===== config.mk =====
export PLATFORM = sky130hd
export DESIGN_NAME = regfile_wb_sched
export DESIGN_NICKNAME = d
export VERILOG_FILES = /design/src/rtl/regfile_wb_sched.sv
export SDC_FILE = /design/constraint.sdc
export NUM_CORES = 1
export LEC_CHECK = 0
export CORE_ASPECT_RATIO = 0.8
export CORE_MARGIN = 4
export CORE_UTILIZATION = 50
export CTS_CLUSTER_DIAMETER = 60
export DETAILED_ROUTE_END_ITERATION = 8
export PLACE_DENSITY = 0.93
export SYNTH_ARGS = -nofsm -noshare
export SYNTH_HDL_FRONTEND = slang
export SYNTH_SLANG_ARGS = --single-unit

===== constraint.sdc =====
create_clock -name clk -period 4 [get_ports clk]
set_input_delay 0.6 -clock clk [delete_from_list [all_inputs] [get_ports clk]]
set_output_delay 0.6 -clock clk [all_outputs]
set_load 0.05 [all_outputs]

===== src/rtl/regfile_wb_sched.sv =====
`default_nettype none
// ============================================================================
// Module      : regfile_wb_sched
// Description : Write-back arbiter and hazard scoreboard for a register file
//               with a single write port. ALU and LSU write-backs share the
//               port round-robin. One pending bit per architectural register
//               stalls issue on RAW and WAW hazards.
// Revision    : 1.0 - initial release
// ============================================================================
module regfile_wb_sched #(
    parameter int XLEN     = 32,
    parameter int NUM_REGS = 32,
    parameter int AW       = 5
) (
    input  logic                clk,
    input  logic                reset,
    input  logic                flush,
    input  logic                issue_valid,
    input  logic [AW-1:0]       issue_rs1,
    input  logic [AW-1:0]       issue_rs2,
    input  logic                issue_use_rs1,
    input  logic                issue_use_rs2,
    input  logic [AW-1:0]       issue_rd,
    input  logic                issue_wr,
    output logic                issue_stall,
    input  logic                alu_valid,
    input  logic [AW-1:0]       alu_rd,
    input  logic [XLEN-1:0]     alu_data,
    output logic                alu_ready,
    input  logic                lsu_valid,
    input  logic [AW-1:0]       lsu_rd,
    input  logic [XLEN-1:0]     lsu_data,
    output logic                lsu_ready,
    output logic                rf_wr_en,
    output logic [AW-1:0]       rf_rd,
    output logic [XLEN-1:0]     rf_write_data,
    output logic [NUM_REGS-1:0] pending,
    output logic                err_spurious
);

    localparam logic [AW-1:0] ZERO_REG = '0;

    // Registered state
    logic                prefer_lsu_q, prefer_lsu_d;
    logic [NUM_REGS-1:0] pending_q, pending_d;
    logic [NUM_REGS-1:0] flushed_q, flushed_d;   // regs whose owner was flushed
    logic                flush_seen_q, flush_seen_d;
    logic                err_q, err_d;
    logic                rf_wr_en_q, rf_wr_en_d;
    logic [AW-1:0]       rf_rd_q, rf_rd_d;
    logic [XLEN-1:0]     rf_data_q, rf_data_d;

    // Combinational intermediates
    logic                alu_grant;
    logic                lsu_grant;
    logic                grant;
    logic [AW-1:0]       wb_rd;
    logic [XLEN-1:0]     wb_data;
    logic                wb_clear;
    logic                stall;
    logic                issue_fire;

    // Round-robin arbitration between ALU and LSU write-back requests
    always_comb begin
        alu_grant = alu_valid && (!lsu_valid || !prefer_lsu_q);
        lsu_grant = lsu_valid && (!alu_valid || prefer_lsu_q);
        grant     = alu_grant || lsu_grant;
        wb_rd     = alu_grant ? alu_rd   : lsu_rd;
        wb_data   = alu_grant ? alu_data : lsu_data;
        wb_clear  = grant && (wb_rd != ZERO_REG);
        if (alu_grant) begin
            prefer_lsu_d = 1'b1;
        end else if (lsu_grant) begin
            prefer_lsu_d = 1'b0;
        end else begin
            prefer_lsu_d = prefer_lsu_q;
        end
    end

    // Hazard detection uses only the registered scoreboard (no bypass of a same-cycle clear)
    always_comb begin
        stall = issue_valid &&
                ((issue_use_rs1 && pending_q[issue_rs1]) ||
                 (issue_use_rs2 && pending_q[issue_rs2]) ||
                 (issue_wr      && pending_q[issue_rd]));
        issue_fire = issue_valid && !stall && issue_wr && (issue_rd != ZERO_REG);
    end

    // Scoreboard next state: clear on write-back, set on issue, wipe on flush
    always_comb begin
        pending_d    = pending_q;
        flushed_d    = flushed_q;
        err_d        = err_q;
        flush_seen_d = flush;

        if (flush) begin
            // Whatever was outstanding may still write back; remember it so
            // that late write-back is not reported as spurious.
            flushed_d = flushed_q | pending_q;
            pending_d = '0;
            if (issue_fire) begin
                flushed_d[issue_rd] = 1'b1;
            end
        end else if (issue_fire) begin
            pending_d[issue_rd] = 1'b1;
            flushed_d[issue_rd] = 1'b0;
        end

        if (wb_clear) begin
            if (!pending_q[wb_rd] && !flushed_q[wb_rd] && !flush && !flush_seen_q) begin
                err_d = 1'b1;
            end
            pending_d[wb_rd] = 1'b0;
            flushed_d[wb_rd] = 1'b0;
        end

        pending_d[0] = 1'b0;
        flushed_d[0] = 1'b0;
    end

    // Write-port output register: loads on grant, write enable only for rd != x0
    always_comb begin
        rf_wr_en_d = wb_clear;
        rf_rd_d    = grant ? wb_rd   : rf_rd_q;
        rf_data_d  = grant ? wb_data : rf_data_q;
    end

    // State registers with asynchronous reset
    always_ff @(posedge clk or posedge reset) begin
        if (reset) begin
            prefer_lsu_q <= 1'b0;
            pending_q    <= '0;
            flushed_q    <= '0;
            flush_seen_q <= 1'b0;
            err_q        <= 1'b0;
            rf_wr_en_q   <= 1'b0;
            rf_rd_q      <= '0;
            rf_data_q    <= '0;
        end else begin
            prefer_lsu_q <= prefer_lsu_d;
            pending_q    <= pending_d;
            flushed_q    <= flushed_d;
            flush_seen_q <= flush_seen_d;
            err_q        <= err_d;
            rf_wr_en_q   <= rf_wr_en_d;
            rf_rd_q      <= rf_rd_d;
            rf_data_q    <= rf_data_d;
        end
    end

    assign issue_stall   = stall;
    assign alu_ready     = alu_grant;
    assign lsu_ready     = lsu_grant;
    assign rf_wr_en      = rf_wr_en_q;
    assign rf_rd         = rf_rd_q;
    assign rf_write_data = rf_data_q;
    assign pending       = pending_q;
    assign err_spurious  = err_q;

endmodule
`default_nettype wire


==> results.md <==
- Die H: 110.6 um
- Worst EP arrival: 3.14 ns
- Sequential share of the synthesized area: 0.3919
- DR vias/cell: 6.579
- Reg clk slew, reported paths: 0.07 ns
- Share of synthesized registers carrying an async set or reset: 1.000
- Num rows: 37
- Post_cts resized: 0
- Final setup violation count: 0
- WP buf/inv: 2
- Post-synthesis adder-cell area fraction: 0
- YS warnings: 0
- Final hold violations: 0
- Post-synthesis mux area share: 0.1674
- Initial drt markers: 1,096
- Yosys top cell area share: 0.3919
- Origin of the critical flop-to-flop path: prefer_lsu_q
- F_max: 0.2676 GHz
- H-tree depth: 3
- Compound-gate portion of the synthesized area: 0.2080
- Crit path max fanout: 7
- # DRC: 0
- Cell mode on critical path: mux4_2
- Outcome: finished clean
- CTS Root Cell: clkbuf_16
- Max Cap Viol: 0
- CTS Buf Count: 9
- DIE AREA: 0.01506 mm2
- Syn Nets: 796
- CP max stage delay: 0.74 ns
- Synthesized area: 0.006576 mm2
- CTS tree: done
- IO buf count: 170
- Largest net degree at the start of global routing: 83
- Startpoint type of the worst setup path: primary input
- Core area: 0.01287 mm2
- Hold Crit Start: err_spurious
- Share of cells above drive strength 1: 0.1600
- Post-route setup TNS: 0 ns
- I/O pin count: 172
- CTS Sinks: 103
- Hold/Removal Path Class: register to register
- ANT nets after route: 0
- Largest family of logic cells by synthesized area: compound AO/OA/AOI/OAI gates
- First-pass GRT wire length: 36.23 mm
- RSZ-0062 raised after global routing: false
- CP endpoint kind: output pin
- Cts hold-fix bufs: 0
- Antenna diodes: 0
- EDFF count, synth: 0
- GR Overflow Total: 0
- Slew Limit Headroom: 0.3068
- Top delay family on crit path: multiplexers
- CP max stage cell: clkdlybuf4s50_1
- Power per cell area: 349.6 mW/mm2
- Post-Route WL: 23.14 mm
- DRT Pass-1 Iters: 8
- Slew Viols, Final: 0
- Worst-skew pair later-pin latency: 0.36 ns
- Synth Area in XOR/XNOR: 0
- HPWL Detailed: 16.50 mm
- Req. time, crit path: 3.40 ns
- Layout Nets: 949
- Crit-path cells: clkdlybuf4s50_1 -> mux4_2 -> mux4_2 -> nand2b_1 -> o2111ai_2 -> o21a_2 -> a21boi_0 -> buf_4
- Synthesized flop and latch total: 103
- Vias in the first global route: 6,769
- Top cells by area, synth: dfrtp_1, mux2_2, mux4_2, nor2_1, o22ai_1
- Crit Path Class: primary input to output pin
- Area delta synth->final: 33.89%
- # Post-CTS Setup Buffers: 0
- Via count: 6,783
- Worst Setup SP: issue_rs1[1]
- Ys flop type: dfrtp_1
- Tot GR Track Use: 0.3033
- Min Tclk post-route: 3.737 ns
- Initial antenna violation count: 0
- Part of the cycle the worst path needs: 0.9342
- Synth Area in Simple Gates: 0.1868
- Tightest Pin Transition: 1.040 ns
- Netlist cell types: 54
- DR WL/cell: 22.45 um
- Post-Syn Area per Cell: 9.422 um2
- Initial Utilization: 0.5110
- Leakage dissipation: 3.425 nW
- Area leader, netlist: dfrtp_1
- Design Power: 3.078 mW
- CTS Buffer Depth: 2
- Die Wd: 136.2 um
- Routability Congestion: 0.9961
- Worst Skew: 0.01490 ns
- Mapped Cells: 698
- Peak supply drop: 222.8 uV
==> synthesized netlist by cell type, types with 12 or more instances <==
master    number
mux2_2        46
a41oi_1       18
o22ai_1       44
nand3_1       21
nand2_1       27
dfrtp_1      103
o21ai_0       44
mux4_2        21
nor2_1       105
nor3_1        34
clkbuf_1      44
a21oi_1       17
and4_1        12
==> report_power, final <==
group / internal [mW] / switching [mW] / leakage, nW
Sequential: 1.15 / 0.0663 / 1.28
Combinational: 0.376 / 0.577 / 2.00
Clock: 0.450 / 0.456 / 0.151
Total: 1.98 / 1.10 / 3.42
==> metrics by stage <==
step	worst slack (ns)	util	std cells	hold slack (ns)	cell area (um2)
5_1_grt	0.1723	0.6841	1031	0.4946	8805
3_3_place_gp	0.3286	0.6601	1015	0.4478	8496
2_1_floorplan	0.2474	-	698	0.4966	6576
3_5_place_dp	0.2682	0.6601	1015	0.4678	8496
6_report	0.2631	0.6841	1031	0.5026	8805
4_1_cts	0.2591	0.6841	1031	0.4890	8805
==> sequential cells by signal, summed over array words and instances, names as in the netlist <==
name           flops
rf_wr_en           1
prefer_lsu_q       1
rf_rd              5
flushed_q         31
rf_write_data     32
flush_seen_q       1
pending           31
err_spurious       1
==> worst paths after layout <==
check	to	cells after the start	slack [ns]
setup / recovery	issue_stall	8	0.26
hold / removal	err_spurious	1	0.50
setup reg to reg	flushed_q[4]	8	0.90
hold reg to reg	err_spurious	1	0.50
max in group asynchronous	flushed_q[1]	3	2.33
min in group asynchronous	rf_write_data[4]	2	0.84
==> per-layer routing <==
metal  track usage  wire length [um]  vias up
met5             0                 0        -
met3        0.1043              2912      114
met2        0.4880             10860      482
li1              -                 -     2959
met1        0.3806              8381     3228
met4        0.1041               984        0
==> placed cells by master (no fill, tap or decap), types with 5 or more instances in the layout <==
cell type | Yosys | layout
clkdlybuf4s50_1 | 0 | 166
inv_1 | 11 | 10
nand2b_1 | 8 | 8
o2111ai_1 | 8 | 8
o21ai_0 | 44 | 44
nor3_1 | 34 | 33
nor2_1 | 105 | 105
and4_1 | 12 | 12
a21oi_1 | 17 | 17
o211ai_1 | 10 | 10
mux4_2 | 21 | 21
o22ai_1 | 44 | 44
or2_2 | 5 | 5
nand2_1 | 27 | 27
a41o_1 | 6 | 6
mux2_2 | 46 | 46
a31oi_1 | 10 | 10
nand3_1 | 21 | 21
nor3b_1 | 7 | 7
dfrtp_1 | 103 | 103
a41oi_1 | 18 | 18
buf_4 | 2 | 35
and3b_1 | 5 | 5
o311ai_0 | 9 | 9
a211oi_1 | 8 | 8
or3_1 | 8 | 8
mux2i_1 | 11 | 11
clkbuf_16 | 0 | 9
==> kinds of logic after synthesis <==
kind of cell	Yosys count
other	1
buffers and inverters	72
flip-flops	103
AND/OR/NAND/NOR	246
multiplexers	78
AO/OA/AOI/OAI	198
==> layout make-up <==
type | count | area (um2)
Fill cell | 928 | 4065
Clock inverter | 7 | 83.83
Clock buffer | 9 | 225.2
Sequential cell | 103 | 2577
Inverter | 11 | 43.79
Tap cell | 175 | 219.0
Timing Repair Buffer | 203 | 1949
Multi-Input combinational cell | 523 | 3706
(Power assumes the default switching activity.)
==> variant, RTL diff (same settings) <==
Set the parameter `XLEN` to 64 (it was 32).
--- a/src/rtl/regfile_wb_sched.sv
+++ b/src/rtl/regfile_wb_sched.sv
@@ -10,3 +10,3 @@
 module regfile_wb_sched #(
-    parameter int XLEN     = 32,
+    parameter int XLEN     = 64,
     parameter int NUM_REGS = 32,
Ports: changed (resized alu_data, lsu_data and rf_write_data); port bits go from 172 to 268. No check against the original RTL was run, so the function may have changed too.
==> variant against the unedited design <==
  * Setup slack worse by 0.17 ns
  * Largest cell class unchanged
  * Synthesized area up 21%
  * Final area rose by 30%
  * Sequential cell count up 32
  * Power rose by 53%
  * Global-route usage rose by 3.9 points
  * Routed wire length rose by 35%
  * Critical endpoint unchanged
==> variant: results (changes against the unedited design) <==
CP Launch Point=issue_rs1[1] (unchanged); postcts setup bufs=0 (unchanged); arrival time worst endpoint=3.30 ns (was 3.14 ns); post-route cell area=11,500 um^2 (was 8800 um^2); actual slew at the worst max-slew pin=0.921 ns (was 1.04 ns); end of the critical path=issue_stall (unchanged); DR iter-0 viols=963 (was 1,096); global-route wire length before repair=47.5 mm (was 36.2 mm); Synth cell types=54 (unchanged); total CTS buffers=17 (was 9); port buffer count=266 (was 170); largest family of logic cells by synthesized area=simple AND/OR/NAND/NOR gates (was compound AO/OA/AOI/OAI gates); post-route setup slack=0.0964 ns (was 0.263 ns); Clk Latency, worst-skew pair=0.43 ns (was 0.36 ns); reg2reg start=prefer_lsu_q (unchanged); Leakage=0.00451 uW (was 0.00342 uW); hold_sp=err_spurious (unchanged); Worst Hold Class=register to register (unchanged); CTS H-Tree Depth=4 (was 3); maximum VDD drop=0.298 mV (was 0.223 mV); EDFF count, synth=0 (unchanged); routed wire length=31.2 mm (was 23.1 mm); initial antenna violation count=2 (was 0); Global Route Usage Sum=34.3% (was 30.3%); hold violation count in the final report=0 (unchanged); largest net degree at the start of global routing=136 (was 83); setup slack at placement=0.124 ns (was 0.268 ns); Max Buffers Root-to-Sink=2 (unchanged); max FFs per register=64 (was 32); Post-synth ARST share=100% (unchanged); R2R cell count=8 (unchanged); Final #Nets=1,293 (was 949); synth top area cells=dfrtp_1 42%, mux2_2 11%, nor2_1 10% (was dfrtp_1 39%, mux2_2 7.9%, mux4_2 7.2%); Clock transition at path regs=~0.06 ns; Worst Path Max Fanout=13 (was 7); R2R Setup Slk=0.84 ns (was 0.90 ns); Synth Flop Type=dfrtp_1 (unchanged); FF-to-FF End=err_spurious (was flushed_q[4]); sequential area share after synthesis=42.4% (was 39.2%); Synth Area in Compound Gates=14.6% (was 20.8%); Clock Tree Root=clkbuf_16 (unchanged); Syn Nets=1,047 (was 796); RD Place Congestion=0.957 (was 0.996); vias in the first global route=8,420 (was 6,769); share of cells above drive strength 1=14.1% (was 16.0%); fillers=1,053 (was 928); DP Wirelength=21.7 mm (was 16.5 mm); Clock Skews=0.00746 ns (was 0.0149 ns); post-synthesis mux area share=17.2% (was 16.7%); drt pass-1 iters=8 (unchanged); Vias/cell=6.32 (was 6.58); Post-synth top cells=212 x nor2_1, 135 x dfrtp_1, 77 x mux2_2 (was 105 x nor2_1, 103 x dfrtp_1, 46 x mux2_2); post-synthesis xor/xnor area fraction=0% (unchanged); post-synthesis adder-cell area fraction=0% (unchanged); status=complete, no violations (unchanged); Syn. warnings=0 (unchanged)
-- variant: cell count changes in the layout (fill, tap and decap cells not counted), sizes merged, moves of 16 or more --
cell,change
o22ai,+21
mux2,+31
a21oi,+21
nor4,+16
nand2b,+18
clkdlybuf4s50,+96
nor3,+26
nor2,+107
dfrtp,+32
-- variant: area by class of cell --
cell class	instances	share of cell area, %
Multi-Input combinational cell	683	37.9
Sequential cell	135	29.5
Clock buffer	23	4.35
Clock inverter	7	1.02
Tap cell	210	2.29
Antenna cell	1	0.0218
Timing Repair Buffer	289	24.7
Inverter	5	0.197
-- variant: critical path, stage by stage --
cell             delay, ns
clkdlybuf4s50_1       0.75
mux4_2                0.59
mux4_2                0.50
mux2i_4               0.17
o22ai_2               0.22
a21oi_1               0.20
nor2b_1               0.07
buf_4                 0.19
-- variant: through the flow --
step,std cells,power (uW)
CTS,1352,4680
global placement,1322,2990
global route,1353,4850
floorplan,885,2470
finish,1353,4700
detailed placement,1322,3030
-- variant: per-layer routing --
layer / part of all wire [%] / up-vias / track usage (%) / wire (um)
met5: 0.064 / - / 0 / 20
met4: 5.4 / 2 / 18.4 / 1690
met3: 9.9 / 138 / 8.66 / 3080
met2: 47 / 560 / 53.7 / 14600
met1: 38 / 4128 / 43.9 / 11900
li1: - / 3727 / - / -
-- variant: report_power, final --
part	switching, uW	internal (uW)
Clock	598	1060
Combinational	869	557
Sequential	95.0	1530
Total	1560	3140
-- variant: worst min path at each step --
stage,end,slack [ns],cells past startpoint
floorplan,flushed_q[18],0.51,2
detailed placement,err_spurious,0.50,1
global route,err_spurious,0.54,1
global placement,err_spurious,0.50,1
finish,err_spurious,0.52,1
CTS,err_spurious,0.52,1
-- variant: logic make-up after synthesis --
family / after synthesis
other: 1
AO/OA/AOI/OAI: 184
multiplexers: 110
AND/OR/NAND/NOR: 388
flip-flops: 135
buffers and inverters: 67
